`config.mk`:
```
export PLATFORM = sky130hd
export DESIGN_NAME = pipelined_addsub
export DESIGN_NICKNAME = d
export VERILOG_FILES = /design/src/rtl/pipelined_addsub.sv
export SDC_FILE = /design/constraint.sdc
export NUM_CORES = 1
export LEC_CHECK = 0
export BUFFER_PORTS_ARGS = -buffer_cell sky130_fd_sc_hd__buf_2
export CAP_MARGIN = 0
export CORE_UTILIZATION = 35
export CTS_BUF_LIST = sky130_fd_sc_hd__clkbuf_16
export DETAILED_ROUTE_END_ITERATION = 8
export GPL_TIMING_DRIVEN = 0
export HOLD_SLACK_MARGIN = 0.08
export MAX_ROUTING_LAYER = met4
export PLACE_DENSITY = 0.61
export SLEW_MARGIN = 20
export SYNTH_ARGS = -nofsm -noshare
export SYNTH_HDL_FRONTEND = slang
export SYNTH_SLANG_ARGS = --single-unit
```
`constraint.sdc`:
```
create_clock -name clk -period 2.2 [get_ports clk]
set_input_delay 0 -clock clk [delete_from_list [all_inputs] [get_ports clk]]
set_output_delay 0 -clock clk [all_outputs]
set_load 0.01 [all_outputs]
```
`src/rtl/pipelined_addsub.sv`:
```
// Pipelined WIDTH-bit adder/subtractor: the carry chain is cut into STAGES equal
// slices, one register stage per slice, with a global-stall valid/ready handshake.
module pipelined_addsub #(
  parameter int unsigned WIDTH  = 16,
  parameter int unsigned STAGES = 4
) (
  input  logic             clk,
  input  logic             rst_n,
  input  logic             in_valid,
  output logic             in_ready,
  input  logic [WIDTH-1:0] a,
  input  logic [WIDTH-1:0] b,
  input  logic             cin,
  input  logic             sub,
  output logic             out_valid,
  input  logic             out_ready,
  output logic [WIDTH-1:0] y,
  output logic             cout,
  output logic             overflow
);

  if (STAGES < 1 || STAGES > WIDTH || (WIDTH % STAGES) != 0) begin : g_param_check
    $error("pipelined_addsub: STAGES must be in 1..WIDTH and divide WIDTH");
  end

  localparam int unsigned SLICE = WIDTH / STAGES;

  logic [WIDTH-1:0] r_a [STAGES];
  logic [WIDTH-1:0] r_b [STAGES];
  logic [WIDTH-1:0] r_y [STAGES];
  logic [STAGES-1:0] r_c;
  logic [STAGES-1:0] r_v;
  logic             r_cmsb;

  logic [WIDTH-1:0] w_ain  [STAGES];
  logic [WIDTH-1:0] w_bin  [STAGES];
  logic [WIDTH-1:0] w_yin  [STAGES];
  logic [WIDTH-1:0] w_yout [STAGES];
  logic [SLICE:0]   w_sum  [STAGES];
  logic [STAGES-1:0] w_cin;
  logic [STAGES-1:0] w_vin;
  logic [STAGES-1:0] w_cout;
  logic             w_cmsb;
  logic             w_adv;

  assign w_adv     = ~r_v[STAGES-1] | out_ready;
  assign in_ready  = w_adv;
  assign out_valid = r_v[STAGES-1];
  assign y         = r_y[STAGES-1];
  assign cout      = r_c[STAGES-1];
  assign overflow  = r_cmsb ^ r_c[STAGES-1];

  always_comb begin
    w_ain[0] = a;
    w_bin[0] = sub ? ~b : b;
    w_cin    = '0;
    w_vin    = '0;
    w_cin[0] = cin ^ sub;
    w_vin[0] = in_valid;
    w_yin[0] = '0;
    for (int unsigned k = 1; k < STAGES; k++) begin
      w_ain[k] = r_a[k-1];
      w_bin[k] = r_b[k-1];
      w_cin[k] = r_c[k-1];
      w_vin[k] = r_v[k-1];
      w_yin[k] = r_y[k-1];
    end
    w_cout = '0;
    for (int unsigned k = 0; k < STAGES; k++) begin
      w_sum[k]  = {1'b0, w_ain[k][k*SLICE +: SLICE]} + {1'b0, w_bin[k][k*SLICE +: SLICE]}
                + {{SLICE{1'b0}}, w_cin[k]};
      w_yout[k] = w_yin[k];
      w_yout[k][k*SLICE +: SLICE] = w_sum[k][SLICE-1:0];
      w_cout[k] = w_sum[k][SLICE];
    end
    // Carry into the MSB recovered from the MSB sum bit: s = a ^ b ^ c.
    w_cmsb = w_yout[STAGES-1][WIDTH-1] ^ w_ain[STAGES-1][WIDTH-1] ^ w_bin[STAGES-1][WIDTH-1];
  end

  always_ff @(posedge clk or negedge rst_n) begin
    if (!rst_n) begin
      for (int unsigned k = 0; k < STAGES; k++) begin
        r_a[k] <= '0;
        r_b[k] <= '0;
        r_y[k] <= '0;
      end
      r_c    <= '0;
      r_v    <= '0;
      r_cmsb <= 1'b0;
    end else if (w_adv) begin
      for (int unsigned k = 0; k < STAGES; k++) begin
        r_a[k] <= w_ain[k];
        r_b[k] <= w_bin[k];
        r_y[k] <= w_yout[k];
      end
      r_c    <= w_cout;
      r_v    <= w_vin;
      r_cmsb <= w_cmsb;
    end
  end

endmodule

```
==> flow_summary.toml <==
[status]
run_status = "finished clean"

[pwr]
p_clk_share_pct = 22.8
power.leakage_nw = 2.871
seqPwrFrac_pct = 39.7
peakVddDrop_mv = 0.5181
p_int_mw = 5.061
p_sw_mw = 2.622
p_per_area_nw_per_um2 = 1376
pwr-share-comb_pct = 37.5
swShare_pct = 34.12

[synth]
synth_compound_area_share_pct = 6.811
synthCells = 471
avgSynthCellArea_um2 = 9.438
synth.area.mux_share_pct = 0
synthSimpleGateAreaFrac_pct = 20.71
synth_cell_types = 29
synth_top_family_by_area = "simple AND/OR/NAND/NOR gates"
synth_warnings = 0
yosys_register_bits = 97
synth_adder_area_share_pct = 6.980
yosysSeqAreaShare_pct = 54.60
synth_area_um2 = 4446
synth_xor_area_share_pct = 4.841
synth_nets = 529

[detailed_routing]
first_pass_iters = 4
totalWireLength_mm = 9.051
num_vias = 3272
drt-initial-drc-count = 159
drc = 0
avgRoutedWirePerCell_um = 12.25
drtAntennaViolNets = 0
via_per_inst = 4.428

[final_layout]
drive_gt1_share_pct = 18.91
num-nets-final = 625
layout_common_cells = "220 x nand2_1, 97 x dfrtp_1, 66 x buf_2"
syn2layout_area_growth_pct = 25.58
antenna_cells = 0
fin_cells = 739
layout_commonest_cell = "nand2_1"

[sta]
maxSlewViolCount = 0
timing.setup.tns_ps = 0
fin_worst_skew_ps = 5.627
max-slew-margin-rel_pct = 61.34
rsz0062_at_grt = "false"
post-route-period-util_pct = 85.69
final_hold_viol_count = 0
fmax_mhz = 530.5
setup_viol = 0
finalCriticalPeriod_ps = 1885
worst_hold_slack_ps = 115.4
worst_pin_slew_ps = 579.8

[job]
maxCapViolations = 0

[min_path]
hp-class = "in2reg"

[placed_design]
dp_hpwl_mm = 6.572
port-buffer-count = 56
gp_routability_congestion = 0.7745
dpl.cell_count = 696

[global_routing]
antenna_found_initial = 0
grt_first_pass_wirelength_mm = 15.21
grt.overflow.total = 0
grt_usage_pct = 15.60
first_global_vias = 3203
grt_max_degree = 52

[clock_network]
clkTransAtPathRegs_ps = 60
cts_setup_buffers = 0
htreeDepth = 3
cts-root-buf = "clkbuf_16"
insertion_delay_ps = 350
cts_tree = "yes"
clockBufferDepth = 2
clock-sinks = 97
cts_buffers = 9

[floorplanning]
rows = 40
num_io_pins = 58
die-height_um = 114.7
fp.dieW_um = 114.7
die_area_um2 = 13160
initial_utilization_pct = 36.40
core_area_um2 = 12210

[setup_path]
path_max_fanout = 2
endpoint_kind = "register"
start_kind = "register"
arrival_ps = 2090
crit_required_ps = 2410
criticalPathCategory = "reg2reg"
## sequential cells by signal, summed over array words and instances (netlist names)
register,cells
r_b,24
r_y,24
r_v,4
r_c,4
r_a,24
y,16
r_cmsb,1
## worst max-delay path, stage by stage, from the launching register on
cell and delay (ps):
dfrtp_1 410, fa_1 470, fa_1 420, a21o_1 210, a21oi_1 160, a21oi_1 80
## power by group through the flow
stage	sequential [mW]	clock [mW]	combinational (mW)
final	3.05	1.75	2.88
after detailed placement	3.08	0	2.88
after global placement	3.05	0	2.80
after global routing	3.16	1.84	3.31
after CTS	3.06	1.78	2.93
after floorplan	2.96	0	2.14
## per-layer routing
metal / track usage, % / up-vias / wire [µm]
li1: - / 1658 / -
met1: 19.89 / 1536 / 4339
met2: 24.53 / 62 / 4213
met3: 1.959 / 16 / 264
met4: 7.965 / 0 / 233
met5: - / - / 0
## per-stage QoR
stage / power [mW] / setup slack, ps / util (%) / instance area (µm²)
6_report: 7.683 / 314.9 / 45.72 / 5583
3_3_place_gp: 5.856 / 134.9 / 40.42 / 4936
4_1_cts: 7.768 / 323.9 / 45.72 / 5583
5_1_grt: 8.313 / 254.1 / 45.72 / 5583
3_5_place_dp: 5.962 / 134.2 / 40.70 / 4970
2_1_floorplan: 5.101 / 383.1 / - / 4446
## kinds of logic after synthesis
kind of cell | after synthesis
flops | 97
compound gates | 48
xor+xnor | 23
fa+ha+maj | 20
buf+inv | 46
simple gates | 237
## path summary, 6_finish.rpt
kind / startpoint / end / slack (ps) / depth (start not counted)
worst max register to register: r_a[28] / r_c[3] / 310 / 5
min in group asynchronous: rst_n / y[10] / 150 / 2
worst max-delay path: r_a[28] / r_c[3] / 310 / 5
max in group asynchronous: rst_n / r_a[28] / 1450 / 3
worst min-delay path: a[3] / r_c[0] / 120 / 4
worst min register to register: r_v[2] / r_v[2] / 460 / 2
## area by class of cell
cell class / instances / area, µm²
fill: 1223 / 6629
sequential: 97 / 2427
multi-input combinational: 328 / 1749
timing repair buffer: 85 / 594.3
buffer: 39 / 242.7
clock buffer: 9 / 225.2
tap: 168 / 210.2
clock inverter: 6 / 107.6
inverter: 7 / 26.28
## cell usage after synthesis
| cell | number | area (µm²) |
|---|---|---|
| o21ai_0 | 19 | 95.09 |
| o31ai_1 | 1 | 7.510 |
| a2111o_1 | 3 | 33.78 |
| nand3_1 | 1 | 5.000 |
| ha_1 | 12 | 150.1 |
| a21boi_0 | 1 | 7.510 |
| clkbuf_1 | 7 | 26.28 |
| nor2_1 | 10 | 37.54 |
| buf_4 | 20 | 150.1 |
| nor2b_1 | 2 | 12.51 |
| o31ai_2 | 1 | 12.51 |
| fa_1 | 8 | 160.2 |
| buf_6 | 1 | 11.26 |
| o221a_1 | 2 | 22.52 |
| xor2_1 | 9 | 78.83 |
| and3b_1 | 1 | 8.760 |
| inv_2 | 1 | 3.750 |
| nand2_1 | 220 | 825.8 |
| xnor3_1 | 1 | 22.52 |
| buf_2 | 11 | 55.05 |
| dfrtp_1 | 97 | 2427 |
| and3_4 | 1 | 11.26 |
| a21o_1 | 5 | 37.54 |
| inv_1 | 6 | 22.52 |
| xnor2_1 | 13 | 113.9 |
| nand2b_1 | 1 | 6.260 |
| nor2b_4 | 1 | 13.76 |
| o221a_2 | 1 | 11.26 |
| a21oi_1 | 15 | 75.07 |
## what timing repair did
action | in CTS | in global routing
hold buffers | 28 | 0
endpoints found under the hold margin | 124 | 0
gates resized for setup | 0 | 0
Power figures use the tool's default switching activity.
